===== src/rtl/rgb_filt_sched.sv =====
// Frame-synchronous filter-enable scheduler: holds a new config until a frame boundary,
// stalls p0, drains in-flight beats under the old config, then switches atomically.
module rgb_filt_sched #(
    parameter int unsigned Depth         = 4,
    parameter int unsigned FramesPerMode = 60,
    parameter logic [3:0]  ResetEnable   = 4'b0000,
    localparam int unsigned OccW         = $clog2(Depth + 1)
) (
    input  logic            clk_i,
    input  logic            rst_ni,
    input  logic            cfg_valid_i,
    output logic            cfg_ready_o,
    input  logic [3:0]      cfg_enable_i,
    input  logic            auto_en_i,
    input  logic            in_valid_i,
    input  logic            in_ready_i,
    input  logic            vsync_i,
    input  logic            out_valid_i,
    input  logic            out_ready_i,
    output logic            stall_o,
    output logic [3:0]      filt_enable_o,
    output logic            busy_o,
    output logic [OccW-1:0] occupancy_o,
    output logic            err_o,
    output logic [1:0]      state_o
);

    localparam int unsigned FcW = $clog2(FramesPerMode + 1);

    typedef enum logic [1:0] {
        IDLE  = 2'd0,
        ARMED = 2'd1,
        DRAIN = 2'd2,
        APPLY = 2'd3
    } state_t;

    // Handshakes: a beat transfers on a clock edge where valid and ready are both high;
    // p0 ready is additionally gated by ~stall_o while a switch is in progress.
    state_t         state;
    logic [3:0]     pend;
    logic [FcW-1:0] frame_cnt;
    logic [FcW-1:0] fc_next;
    logic           vs_prev;
    logic           in_fire;
    logic           out_fire;
    logic           fb;

    assign in_fire  = in_valid_i & in_ready_i & ~stall_o;
    assign out_fire = out_valid_i & out_ready_i;
    assign fb       = in_fire & vsync_i & ~vs_prev;
    assign fc_next  = frame_cnt + FcW'(1);

    // Pure decodes of the state flops, so stall_o has no path from any input.
    assign stall_o     = (state == DRAIN) || (state == APPLY);
    assign busy_o      = (state != IDLE);
    assign cfg_ready_o = (state == IDLE);
    assign state_o     = state;

    // Occupancy saturates on misuse and flags it, rather than wrapping silently.
    always_ff @(posedge clk_i or negedge rst_ni) begin
        if (!rst_ni) begin
            occupancy_o <= '0;
            err_o       <= 1'b0;
        end else if (in_fire && !out_fire) begin
            if (occupancy_o == OccW'(Depth)) err_o <= 1'b1;
            else                             occupancy_o <= occupancy_o + OccW'(1);
        end else if (out_fire && !in_fire) begin
            if (occupancy_o == '0) err_o <= 1'b1;
            else                   occupancy_o <= occupancy_o - OccW'(1);
        end
    end

    always_ff @(posedge clk_i or negedge rst_ni) begin
        if (!rst_ni)      vs_prev <= 1'b0;
        else if (in_fire) vs_prev <= vsync_i;
    end

    always_ff @(posedge clk_i or negedge rst_ni) begin
        if (!rst_ni) begin
            state         <= IDLE;
            pend          <= 4'd0;
            frame_cnt     <= '0;
            filt_enable_o <= ResetEnable;
        end else begin
            case (state)
                IDLE: begin
                    // An explicit request wins over an auto step landing in the same cycle.
                    if (cfg_valid_i) begin
                        pend      <= cfg_enable_i;
                        frame_cnt <= '0;
                        state     <= ARMED;
                    end else if (auto_en_i && fb) begin
                        if (fc_next == FcW'(FramesPerMode)) begin
                            pend      <= filt_enable_o + 4'd1;
                            frame_cnt <= '0;
                            state     <= ARMED;
                        end else begin
                            frame_cnt <= fc_next;
                        end
                    end
                end
                ARMED: begin
                    if (fb) state <= DRAIN;
                end
                DRAIN: begin
                    if (occupancy_o == '0) state <= APPLY;
                end
                APPLY: begin
                    filt_enable_o <= pend;
                    state         <= IDLE;
                end
                default: state <= IDLE;
            endcase
        end
    end

endmodule


===== config.mk =====
export PLATFORM = sky130hd
export DESIGN_NAME = rgb_filt_sched
export DESIGN_NICKNAME = d
export VERILOG_FILES = /design/src/rtl/rgb_filt_sched.sv
export SDC_FILE = /design/constraint.sdc
export NUM_CORES = 1
export LEC_CHECK = 0
export CELL_PAD_IN_SITES_DETAIL_PLACEMENT = 2
export CELL_PAD_IN_SITES_GLOBAL_PLACEMENT = 2
export CORE_MARGIN = 2
export CORE_UTILIZATION = 33
export CTS_BUF_LIST = sky130_fd_sc_hd__clkbuf_16
export DETAILED_ROUTE_END_ITERATION = 10
export GPL_TIMING_DRIVEN = 0
export PLACE_DENSITY_LB_ADDON = 0.15
export SETUP_SLACK_MARGIN = 0.3
export SYNTH_ARGS = -nofsm -noshare
export SYNTH_HDL_FRONTEND = slang
export SYNTH_SLANG_ARGS = --single-unit

===== constraint.sdc =====
create_clock -name clk_i -period 2.55 [get_ports clk_i]
set_input_delay 0.51 -clock clk_i [delete_from_list [all_inputs] [get_ports clk_i]]
set_output_delay 0.51 -clock clk_i [all_outputs]
set_load 0.01 [all_outputs]

# Word level (Yosys, flattened, before mapping)
# Index checks and enable logic that the tools add are counted.
# classes
add_sub_neg	4
n_eq_ne	12
n_mux	20
bitwise_logic	7
reduce_logical	18
# op_table
op	n
2-to-1 mux 6 bit	3
2-to-1 mux 3 bit	4
2-to-1 mux 4 bit	3
2-to-1 mux 2 bit	5
nonzero test 2 bit	5
AND reduction 3 bit	3
case mux 2 bit (4 select lines)	1
adder 6 x 1 -> 6 bit (second input constant)	1
== test 6 bit (second input constant)	1
!= test 2 bit (second input constant)	3
!= test 3 x 2 -> 1 bit (second input constant)	2
AND 1 bit	5
adder 4 x 1 -> 4 bit (second input constant)	1
== test 2 bit (second input constant)	2
2-to-1 mux 1 bit	4
!= test 2 x 1 -> 1 bit (second input constant)	2
AND reduction 4 bit	1
adder 3 x 1 -> 3 bit (second input constant)	1
== test 3 bit (second input constant)	1
logical AND 1 bit	3
logical NOT 3 bit	1
subtractor 3 x 1 -> 3 bit (second input constant)	1
== test 2 x 1 -> 1 bit (second input constant)	1
logical NOT 1 bit	2
4 further kinds	5
# word_totals
reg_bits	21
in_bits	13
out_inout_bits	13
word_cells	68

# Longest topological paths before layout
# Gate-level depths: netlist (run 1).
# logic_depth
depth_word	10
depth_mapped	10
ltp_nobuf	10

# Worst setup path after synthesis (run 1)
# Ideal clock, no wire load.
# synth_timing
path_type	reg-to-reg
start	register state[0], in the netlist state_o[0]
end	register occupancy_o[2]
setup_time_ns	0.130
t_arrival_ns	2.171
t_required_ns	2.420
setup_slack_ns	0.249
stages_incl_launch_ff	11
n_path_buf	0
synth_period_minus_slack_ns	2.301
path_cell_list	dfrtp_1 > inv_1 > ha_1 > nand4bb_4 > inv_1 > ha_1 > inv_1 > fa_1 > a21o_1 > a32oi_1 > o21ai_0
# synth_via
elab_chain_cells	8
word_cells_on_any_way	13
cone_classes	eq/ne (4); mux (1); bitwise (2); reduce/logical (6)
# synth_lines
item	line_no	source
start: declaration	39	state_t state;
start signal: assignment	80	state <= IDLE;
start signal: assignment	91	state <= ARMED;
start signal: assignment	96	state <= ARMED;
== test 2 bit	54	assign stall_o = (state == DRAIN) || (state == APPLY);
logical OR 1 bit *	54	
inverter 1 bit *	48	assign in_fire = in_valid_i & in_ready_i & ~stall_o;
AND 1 bit *	48	
named net in_fire	44	logic in_fire;
logical NOT 1 bit	67	end else if (out_fire && !in_fire) begin
logical AND 1 bit	67	
nonzero test 2 bit (no source line)	--	
AND reduction 3 bit (no source line)	--	
end signal: assignment	66	else occupancy_o <= occupancy_o + OccW'(1);
end signal: assignment	69	else occupancy_o <= occupancy_o - OccW'(1);
end: declaration	23	output logic [OccW-1:0] occupancy_o,
# The timed path passes the listed nets; every way through them passes the cells marked *.
# A chain may end at the register's enable or synchronous reset.

# Final worst setup path (run 1)
# layout_timing
start	register state[0], in the netlist state_o[0]
end	register state[1], in the netlist state_o[1]
# layout_via
elab_chain_cells	9
word_cells_on_any_way	16
cone_classes	eq/ne (7); mux (1); bitwise (4); reduce/logical (4)
# layout_lines
item	line_no	source
== test 2 bit	54, 85	
logical OR 1 bit	54	
inverter 1 bit	48	
AND 1 bit	48	
AND 1 bit (2 in a row)	50	assign fb = in_fire & vsync_i & ~vs_prev;
logical AND 1 bit	92	end else if (auto_en_i && fb) begin
!= test 3 x 2 -> 1 bit (no source line)	--	
AND reduction 4 bit (no source line)	--	
# Several ways; a longest one is shown, not always the timed one.

==> results of run 1 <==
[area by class of cell]
| cell class | instances | area [um2] |
|---|---|---|
| clock inverters | 1 | 3.75 |
| well taps | 48 | 60.1 |
| fillers | 389 | 1880 |
| flip-flops and latches | 21 | 527 |
| clock buffers | 3 | 75.1 |
| multi-input cells | 83 | 779 |
| repair buffers | 39 | 369 |
| inverters | 9 | 36.3 |
| plain buffers | 3 | 15.0 |
[layer usage]
| layer | wire length, um | track usage, % |
|---|---|---|
| met5 | 0 | 0 |
| met3 | 129 | 2.36 |
| met4 | 14 | 4.59 |
| met1 | 1560 | 21.4 |
| met2 | 1790 | 31.4 |
[where the power goes]
part	leakage, uW	internal (uW)	switching (uW)
logic	0.000530	677	507
registers	0.000252	477	171
clock network	0.0000423	209	125
[synth_stat cells, types with 2 or more instances]
library cell | instances | area (um2)
sky130_fd_sc_hd__mux2i_1 | 2 | 20.0
sky130_fd_sc_hd__o21ai_0 | 7 | 35.0
sky130_fd_sc_hd__nand2_1 | 10 | 37.5
sky130_fd_sc_hd__mux2_4 | 5 | 75.1
sky130_fd_sc_hd__o211ai_1 | 5 | 37.5
sky130_fd_sc_hd__dfrtp_1 | 21 | 526
sky130_fd_sc_hd__ha_1 | 8 | 100
sky130_fd_sc_hd__xor2_1 | 6 | 52.6
sky130_fd_sc_hd__mux2_2 | 5 | 56.3
sky130_fd_sc_hd__nor2_1 | 8 | 30.0
sky130_fd_sc_hd__inv_1 | 9 | 33.8
sky130_fd_sc_hd__and3_1 | 3 | 18.8
sky130_fd_sc_hd__clkbuf_1 | 2 | 7.51
[logic make-up (layout without fill, tap and decap cells)]
| group | Yosys count | after routing | synth area share (%) |
|---|---|---|---|
| and+or+nand+nor | 30 | 30 | 14.0 |
| AOI/OAI and AO/OA | 24 | 24 | 15.4 |
| DFF | 21 | 21 | 40.3 |
| muxes | 12 | 12 | 11.6 |
| buffers and inverters | 12 | 55 | 3.55 |
| adders and majority gates | 9 | 9 | 9.20 |
| xor gates and xnor gates | 8 | 8 | 5.94 |
[how the worst max path moves through the flow]
| stage | to |
|---|---|
| after floorplan | occupancy_o[2]$_DFFE_PN0P_ |
| after global placement | pend[3]$_DFFE_PN0P_ |
| after detailed placement | pend[3]$_DFFE_PN0P_ |
| after CTS | stall_o |
| after global routing | occupancy_o[2]$_DFFE_PN0P_ |
| final | state_o[1]$_DFFE_PN0P_ |
[worst max-delay path: stages, from the launching register on]
cell and delay [ps]:
sky130_fd_sc_hd__dfrtp_1 430, sky130_fd_sc_hd__inv_2 90, sky130_fd_sc_hd__ha_4 180, sky130_fd_sc_hd__nand4bb_4 270, sky130_fd_sc_hd__nor3_4 340, sky130_fd_sc_hd__a211oi_2 140
sky130_fd_sc_hd__a311oi_4 280, sky130_fd_sc_hd__mux2_4 330
[stage by stage]
stage	TNS [ps]	setup slack (ps)	hold WS [ps]
5_1_grt	0	253	527
2_1_floorplan	0	323	214
6_report	0	376	495
3_3_place_gp	0	31.4	448
3_5_place_dp	-86.5	-26.8	500
4_1_cts	0	306	511
[sequential cells by signal, summed over array words and instances (netlist names)]
signal / count
frame_cnt: 6
filt_enable_o: 4
pend: 4
occupancy_o: 3
state_o: 2
err_o: 1
vs_prev: 1
[timing repair]
action	in CTS	in global routing
gates resized for setup	10	6
pin swaps	4	6
gates cloned	0	0
endpoints found under the setup margin	10	8
setup buffers	9	5
==> results.sh, run 1 <==
export IMPL_reg2reg_from="state_o[0]$_DFFE_PN0P_"
export IMPL_antenna_left=0
export IMPL_clk_latency_ps=260
export IMPL_critical_path_endpoint_type="flip-flop"
export IMPL_pwr_density_cell_nw_per_um2=1160
export IMPL_hp_class="reg -> reg"
export IMPL_timing_reg2reg_worst_path_depth=7
export IMPL_min_delay_path_depth=2
export IMPL_maxClockFrequency_ghz=0.460
export IMPL_die_x_extent_um=66.9
export IMPL_placement_cell_area_um2=1620
export IMPL_outcome="completed"
export IMPL_grt_usage_pct=17.3
export IMPL_netlist_area_um2=1310
export IMPL_worstSetupStartpointType="flip-flop"
export IMPL_final_standard_cell_count_with_taps_included_and_fillers_excluded=207
export IMPL_antenna_diode_count=0
export IMPL_root_buffer="sky130_fd_sc_hd__clkbuf_16"
export IMPL_synth_enable_flop_cells=0
export IMPL_clock_skew_ps=6.69
export IMPL_most_common_cell_after_layout_fill_and_taps_aside="sky130_fd_sc_hd__clkdlybuf4s50_1"
export IMPL_final_cell_mix="23 x sky130_fd_sc_hd__clkdlybuf4s50_1, 20 x sky130_fd_sc_hd__dfrtp_1, 13 x sky130_fd_sc_hd__buf_4, 10 x sky130_fd_sc_hd__nand2_1, 8 x sky130_fd_sc_hd__nor2_1"
export IMPL_drt_pass1_iter_count=4
export IMPL_vias=1039
export IMPL_wire_per_inst_um=16.9
export IMPL_final_net_count=182
export IMPL_ys_warn_count=0
export IMPL_gp_congestion=0.744
export IMPL_synth_seq_cells=21
export IMPL_dp_cells=189
export IMPL_drt_drc_violations_left=0
export IMPL_cts_inserted_buffers=3
export IMPL_layout_core_utilization_pct=49.8
export IMPL_ys_dominant_reg_cell="sky130_fd_sc_hd__dfrtp_1"
export IMPL_timing_max_cap_violations=0
export IMPL_placeableCoreArea_um2=3740
export IMPL_floorplan_die_area_um2=4470
export IMPL_grt_first_pass_wirelength_mm=5.66
export IMPL_syn_inst=116
export IMPL_synthDistinctLibCells=38
export IMPL_cts_root_to_sink_buffers=2
export IMPL_grt_setup_unrepaired="true"
export IMPL_timing_hold_worst_start="err_o$_DFFE_PN0P_"
export IMPL_synth_net_count=138
export IMPL_p_leak_uw=0.000825
export IMPL_die_height_um=66.9
export IMPL_cts_hold_buffers=0
export IMPL_ys_async_sr_fraction_pct=100
export IMPL_antenna_violations_before_repair=0
export IMPL_drt_vias_per_instance=5.02
export IMPL_worst_ep_arrival_time_ps=2320
export IMPL_post_route_cell_area_um2=1870
export IMPL_grt_start_max_net_pins=22
export IMPL_tritoncts="yes"
export IMPL_design_portCount=26
export IMPL_flow_area_growth_from_synthesis_pct=43.0
export IMPL_max_slew_margin_rel_pct=32.9
export IMPL_yosysSeqAreaShare_pct=40.3
export IMPL_start_util_pct=34.9
export IMPL_critical_path_reg2reg_endpoint="state_o[1]$_DFFE_PN0P_"
export IMPL_htree_levels=1
export IMPL_drt_first_iter_violations=25
export IMPL_worst_ep_required_time_ps=2690
export IMPL_critical_path_startpoint="state_o[0]$_DFFE_PN0P_"
export IMPL_portBuffers=25
export IMPL_totalWireLength_mm=3.50
export IMPL_total_power_uw=2170
export IMPL_hold_viol_final=0
export IMPL_clock_tree_sinks=21
export IMPL_peakVddDrop_mv=0.426
export IMPL_critical_path_peak_fanout=5
export IMPL_timing_final_crit_period_ps=2170
export IMPL_gr_total_overflow=0
export IMPL_final_layout_size_suffix_gt1_share_pct=28.9
export IMPL_first_global_vias=1147
export IMPL_syn_area_per_cell_um2=11.3
export IMPL_final_count_of_negative_setup_slack_endpoints=0
export IMPL_final_period_utilization_pct=85.2
export IMPL_report_final_slew_viol_count=0
export IMPL_tightest_slew_ps=1000
export IMPL_reg2reg_setup_slack_ps=380
export IMPL_dp_hpwl_mm=2.37
export IMPL_worst_hold_path_endpoint="err_o$_DFFE_PN0P_"
export IMPL_row_count=22
export IMPL_critical_path_class="reg -> reg"
export IMPL_clkSlewWorstSetupHoldPaths_ps=60
No activity file was read; power rests on OpenSTA's default activity.
==> run 2, diff against run 1 <==
- clock period: 2.55 -> 2.3 ns (I/O delays scaled with it)
==> run 2 against run 1 <==
Non-clock buffer count increased by 9. Final cell count rose by 4.3%. Register-to-register slack worse by 300 ps. Utilization grew 3.9 points. Count of clock-buffer cells in the layout did not move. Total power rose by 24%. Via count up 4.8%. Critical path depth rose by 3. Sequential power up 9.7%. Clock power increased by 9.3%. Hold slack barely moved. Largest power group unchanged.
==> results.sh, run 2 (synthesized netlist as in run 1, its figures left out) <==
export IMPL_outcome="completed"
export IMPL_placement_cell_area_um2=1640
export IMPL_drt_drc_violations_left=0
export IMPL_clk_latency_ps=250
export IMPL_die_height_um=66.9
export IMPL_cts_hold_buffers=0
export IMPL_reg2reg_setup_slack_ps=70
export IMPL_floorplan_die_area_um2=4470
export IMPL_maxClockFrequency_ghz=0.449
export IMPL_placeableCoreArea_um2=3740
export IMPL_min_delay_path_depth=2
export IMPL_timing_hold_worst_start="err_o$_DFFE_PN0P_"
export IMPL_drt_first_iter_violations=29
export IMPL_final_net_count=191
export IMPL_clkSlewWorstSetupHoldPaths_ps=60
export IMPL_final_layout_size_suffix_gt1_share_pct=38.7
export IMPL_final_count_of_negative_setup_slack_endpoints=0
export IMPL_final_setup_tns_ps=0
export IMPL_cp_slowest_cell="sky130_fd_sc_hd__dfrtp_1"
export IMPL_design_portCount=26
export IMPL_most_common_cell_after_layout_fill_and_taps_aside="sky130_fd_sc_hd__clkdlybuf4s50_1"
export IMPL_reg_top3="frame_cnt: 6 flops, filt_enable_o: 4 flops, pend: 4 flops"
export IMPL_timing_reg2reg_worst_path_depth=10
export IMPL_critical_path_max_stage_delay_ps=430
export IMPL_final_cell_mix="22 x sky130_fd_sc_hd__clkdlybuf4s50_1, 20 x sky130_fd_sc_hd__dfrtp_1, 19 x sky130_fd_sc_hd__buf_4, 10 x sky130_fd_sc_hd__nand2_1"
export IMPL_gp_congestion=0.812
export IMPL_grt_start_max_net_pins=22
export IMPL_hp_class="reg -> reg"
export IMPL_first_global_vias=1191
export IMPL_worst_hold_path_endpoint="err_o$_DFFE_PN0P_"
export IMPL_max_slew_margin_rel_pct=33.7
export IMPL_critical_path_class="reg -> reg"
export IMPL_portBuffers=25
export IMPL_regMostFlops="frame_cnt"
export IMPL_critical_path_peak_fanout=4
export IMPL_critical_path_reg2reg_endpoint="occupancy_o[2]$_DFFE_PN0P_"
export IMPL_grt_setup_unrepaired="true"
export IMPL_drt_pass1_iter_count=4
export IMPL_vias=1089
export IMPL_row_count=22
export IMPL_htree_levels=1
export IMPL_pwr_density_cell_nw_per_um2=1330
export IMPL_antenna_left=0
export IMPL_totalWireLength_mm=3.87
export IMPL_post_route_cell_area_um2=2010
export IMPL_reg2reg_from="state_o[1]$_DFFE_PN0P_"
export IMPL_cts_root_to_sink_buffers=2
export IMPL_peakVddDrop_mv=0.507
export IMPL_antenna_violations_before_repair=0
export IMPL_flow_area_growth_from_synthesis_pct=54.2
export IMPL_gr_total_overflow=0
export IMPL_report_final_slew_viol_count=0
export IMPL_num_fill_cells=385
export IMPL_worst_ep_required_time_ps=2480
export IMPL_tritoncts="yes"
export IMPL_clock_tree_sinks=21
export IMPL_drt_vias_per_instance=5.04
export IMPL_timing_final_crit_period_ps=2230
export IMPL_hold_viol_final=0
export IMPL_final_period_utilization_pct=96.8
export IMPL_grt_usage_pct=17.4
export IMPL_crit_chain="buf_6, ha_4, nand4bb_4, inv_4, ha_4, inv_2, fa_2, nor4_2, a21oi_1, o21ai_1"
export IMPL_largest_register_ff_count=6
export IMPL_worstSetupStartpointType="flip-flop"
export IMPL_start_util_pct=34.9
export IMPL_cts_inserted_buffers=3
export IMPL_wire_per_inst_um=17.9
export IMPL_antenna_diode_count=0
export IMPL_timing_max_cap_violations=0
export IMPL_p_leak_uw=0.000876
export IMPL_critical_path_endpoint_type="flip-flop"
export IMPL_root_buffer="sky130_fd_sc_hd__clkbuf_16"
export IMPL_die_x_extent_um=66.9
export IMPL_tightest_slew_ps=991
export IMPL_crit_path_frequent_cell="sky130_fd_sc_hd__ha_4"
export IMPL_worst_ep_arrival_time_ps=2410
export IMPL_dp_hpwl_mm=2.37
export IMPL_clock_skew_ps=1.38
export IMPL_grt_first_pass_wirelength_mm=5.87
-- run 2: cell types whose count changed in the layout (fill, tap and decap cells not counted), sizes merged --
cell / before / now
clkbuf: 6 / 5
clkdlybuf4s50: 23 / 22
clkdlybuf4s15: 0 / 1
buf: 14 / 25
dlygate4sd2: 1 / 0
-- run 2: layer usage --
layer	vias to the layer above	global-route usage, %	wire, um
met3	2	2.70	130
met1	550	22.4	1660
li1	515	-	-
met4	0	3.83	13
met2	22	30.6	2060
met5	-	0	0
-- run 2: worst max-delay path: cells and delay by family (launching register included) --
family	cells	cell delay, ps
fa+ha+maj	3	680
simple gates	2	550
flops	1	430
buf+inv	3	300
compound gates	2	210
-- run 2: final cells by class --
type	instances	area [um2]	share of cell area, %
multi-input cells	83	840	41.7
flip-flops and latches	21	527	26.2
repair buffers	48	445	22.1
clock buffers	3	75.1	3.73
well taps	48	60.1	2.99
inverters	9	38.8	1.93
plain buffers	3	22.5	1.12
clock inverters	1	3.75	0.187
-- run 2: how the worst max path moves through the flow --
stage,slack [ps],start,to
final,70,state_o[1]$_DFFE_PN0P_,occupancy_o[2]$_DFFE_PN0P_
after global routing,-40,state_o[1]$_DFFE_PN0P_,occupancy_o[2]$_DFFE_PN0P_
after detailed placement,-210,in_valid_i,pend[1]$_DFFE_PN0P_
after floorplan,190,state_o[0]$_DFFE_PN0P_,state_o[1]$_DFFE_PN0P_
after CTS,100,state_o[1]$_DFFE_PN0P_,occupancy_o[2]$_DFFE_PN0P_
after global placement,-180,in_valid_i,pend[0]$_DFFE_PN0P_
-- run 2: power by group --
group	switching, uW	internal [uW]
clock	133	232
combinational	675	930
sequential	182	529
total	991	1690
-- run 2: repair_timing --
action	CTS	global route
setup buffers	12	11
endpoints found under the hold margin	0	0
pin swaps	13	11
endpoints found under the setup margin	15	18
resized for setup	13	26
-- run 2: metrics by stage --
| step | hold slack, ps | util (%) | setup WS, ps | total power (uW) | instances |
|---|---|---|---|---|---|
| detailed placement | 472 | 43.7 | -209 | 1880 | 189 |
| floorplan | 164 | - | 189 | 1430 | 116 |
| finish | 495 | 53.7 | 73.4 | 2680 | 216 |
| CTS | 485 | 49.2 | 96.5 | 2420 | 205 |
| global placement | 451 | 43.7 | -180 | 1820 | 189 |
| global route | 538 | 53.7 | -42.0 | 2900 | 216 |
==> run 3, diff against run 2 <==
- PLACE_DENSITY_LB_ADDON: 0.15 -> 0.05
- SETUP_SLACK_MARGIN: 0.3 -> 0.05
==> run 3 against run 2 <==
Total power down 11%. Clock skew rose by 3.7 ps. Worst setup slack better by 39 ps. Die area did not move. Utilization is 5.4 points lower. Non-clock buffer count is 15 lower. Register-to-register slack improved by 40 ps. Critical path type unchanged. Largest power group unchanged.
==> results.sh, run 3 (synthesized netlist as in run 1, its figures left out) <==
export IMPL_regMostFlops="frame_cnt"
export IMPL_final_setup_tns_ps=0
export IMPL_grt_setup_unrepaired="false"
export IMPL_tightest_slew_ps=1010
export IMPL_clk_latency_ps=250
export IMPL_final_count_of_negative_setup_slack_endpoints=0
export IMPL_gr_total_overflow=0
export IMPL_worst_ep_required_time_ps=2430
export IMPL_cts_inserted_buffers=3
export IMPL_timing_final_crit_period_ps=2190
export IMPL_critical_path_endpoint_type="flip-flop"
export IMPL_grt_start_max_net_pins=22
export IMPL_hp_class="reg -> reg"
export IMPL_drt_vias_per_instance=5.06
export IMPL_max_slew_margin_rel_pct=32.4
export IMPL_critical_path_class="reg -> reg"
export IMPL_drt_drc_violations_left=0
export IMPL_critical_path_reg2reg_endpoint="state_o[1]$_DFFE_PN0P_"
export IMPL_total_power_uw=2390
export IMPL_die_height_um=66.9
export IMPL_timing_hold_worst_start="err_o$_DFFE_PN0P_"
export IMPL_num_fill_cells=392
export IMPL_critical_path_peak_fanout=4
export IMPL_hold_viol_final=0
export IMPL_portBuffers=25
export IMPL_start_util_pct=34.9
export IMPL_root_buffer="sky130_fd_sc_hd__clkbuf_16"
export IMPL_worst_hold_path_endpoint="err_o$_DFFE_PN0P_"
export IMPL_min_delay_path_depth=2
export IMPL_totalWireLength_mm=3.33
export IMPL_drt_first_iter_violations=30
export IMPL_dp_slack_ps=-228
export IMPL_maxClockFrequency_ghz=0.457
export IMPL_report_final_slew_viol_count=0
export IMPL_tritoncts="yes"
export IMPL_cts_root_to_sink_buffers=2
export IMPL_dp_hpwl_mm=2.37
export IMPL_grt_first_pass_wirelength_mm=5.65
export IMPL_drt_pass1_iter_count=3
export IMPL_flow_area_growth_from_synthesis_pct=38.7
export IMPL_reg2reg_setup_slack_ps=110
export IMPL_largest_register_ff_count=6
export IMPL_p_leak_uw=0.000778
export IMPL_worst_ep_arrival_time_ps=2320
export IMPL_clock_tree_sinks=21
export IMPL_vias=1018
export IMPL_cts_hold_buffers=0
export IMPL_first_global_vias=1131
export IMPL_timing_max_cap_violations=0
export IMPL_row_count=22
export IMPL_design_portCount=26
export IMPL_gp_congestion=0.774
export IMPL_pwr_density_cell_nw_per_um2=1320
export IMPL_reg_top3="frame_cnt: 6 flops, filt_enable_o: 4 flops, pend: 4 flops"
export IMPL_clock_skew_ps=5.10
export IMPL_final_layout_size_suffix_gt1_share_pct=28.1
export IMPL_placeableCoreArea_um2=3740
export IMPL_worstSetupStartpointType="flip-flop"
export IMPL_final_cell_mix="24 x sky130_fd_sc_hd__clkdlybuf4s50_1, 19 x sky130_fd_sc_hd__dfrtp_1, 10 x sky130_fd_sc_hd__nand2_1, 9 x sky130_fd_sc_hd__buf_4, 8 x sky130_fd_sc_hd__nor2_1"
export IMPL_final_period_utilization_pct=95.1
export IMPL_final_net_count=176
export IMPL_worst_slack_ps=112
export IMPL_antenna_diode_count=0
export IMPL_antenna_left=0
export IMPL_reg2reg_from="state_o[0]$_DFFE_PN0P_"
export IMPL_wire_per_inst_um=16.6
export IMPL_die_x_extent_um=66.9
export IMPL_htree_levels=1
export IMPL_peakVddDrop_mv=0.443
export IMPL_outcome="completed"
export IMPL_floorplan_die_area_um2=4470
export IMPL_antenna_violations_before_repair=0
export IMPL_timing_reg2reg_worst_path_depth=8
export IMPL_grt_usage_pct=16.7
export IMPL_most_common_cell_after_layout_fill_and_taps_aside="sky130_fd_sc_hd__clkdlybuf4s50_1"
export IMPL_clkSlewWorstSetupHoldPaths_ps=60
==> run 3: cell count changes in the layout (fill, tap and decap cells not counted), sizes merged <==
cell | before | now
dlygate4sd2 | 0 | 1
clkdlybuf4s15 | 1 | 0
dlymetal6s2s | 1 | 0
inv | 10 | 9
buf | 25 | 9
clkinv | 0 | 1
clkdlybuf4s50 | 22 | 24
==> run 3: where the power goes <==
part / leakage (uW) / switching [uW] / internal [uW] / total (uW)
Combinational: 0.000486 / 554 / 735 / 1290
Clock: 0.0000409 / 137 / 234 / 371
Sequential: 0.000251 / 195 / 531 / 726
Total: 0.000778 / 887 / 1500 / 2390
==> run 3: layout make-up <==
cell class / count / area, um2 / share of cell area (%)
sequential: 21 / 528 / 29.2
buffer: 3 / 15.0 / 0.829
multi-input combinational: 83 / 779 / 43.1
inverter: 9 / 38.8 / 2.14
tap: 48 / 60.1 / 3.32
clock inverter: 1 / 5.00 / 0.276
timing repair buffer: 33 / 309 / 17.1
clock buffer: 3 / 75.1 / 4.15
==> run 3: what timing repair did <==
action | in CTS | in global routing
hold endpoints to repair | 0 | 0
resized for setup | 13 | 4
pin swaps | 3 | 6
setup endpoints to repair | 9 | 1
buffers inserted | 3 | 5
cloned | 0 | 0
==> run 3: per-stage QoR <==
stage | hold slack [ps] | instances | util, % | cell area [um2]
6_report | 479 | 201 | 48.4 | 1810
5_1_grt | 504 | 201 | 48.4 | 1810
4_1_cts | 488 | 196 | 47.0 | 1760
3_5_place_dp | 467 | 189 | 43.3 | 1620
3_3_place_gp | 447 | 189 | 43.3 | 1620
2_1_floorplan | 164 | 116 | - | 1310
==> run 3: worst max-delay path, cell delays in order (launching register included) <==
cell and delay, ps:
sky130_fd_sc_hd__dfrtp_2 440, sky130_fd_sc_hd__inv_4 70, sky130_fd_sc_hd__ha_4 170, sky130_fd_sc_hd__nand4bb_4 260
sky130_fd_sc_hd__buf_4 170, sky130_fd_sc_hd__o21ai_0 160, sky130_fd_sc_hd__nand2_1 130, sky130_fd_sc_hd__a311oi_4 350
sky130_fd_sc_hd__mux2_4 330
==> run 3: metal layers <==
layer	vias up	global-route usage [%]	wire, um	part of all wire, %
met2	21	26.8	1640	49
met3	2	2.70	115	3.5
li1	488	-	-	-
met4	0	5.36	23	0.69
met5	-	0	0	0
met1	507	23.0	1550	47
==> run 3: worst max path at each step <==
stage,slack [ps],endpoint,cells after the start,from
final,110,state_o[1]$_DFFE_PN0P_,8,state_o[0]$_DFFE_PN0P_
after global routing,40,occupancy_o[2]$_DFFE_PN0P_,10,state_o[0]$_DFFE_PN0P_
after CTS,70,occupancy_o[2]$_DFFE_PN0P_,10,state_o[0]$_DFFE_PN0P_
after detailed placement,-230,pend[0]$_DFFE_PN0P_,6,in_valid_i
after global placement,-170,pend[0]$_DFFE_PN0P_,6,in_valid_i
after floorplan,70,occupancy_o[2]$_DFFE_PN0P_,10,state_o[0]$_DFFE_PN0P_
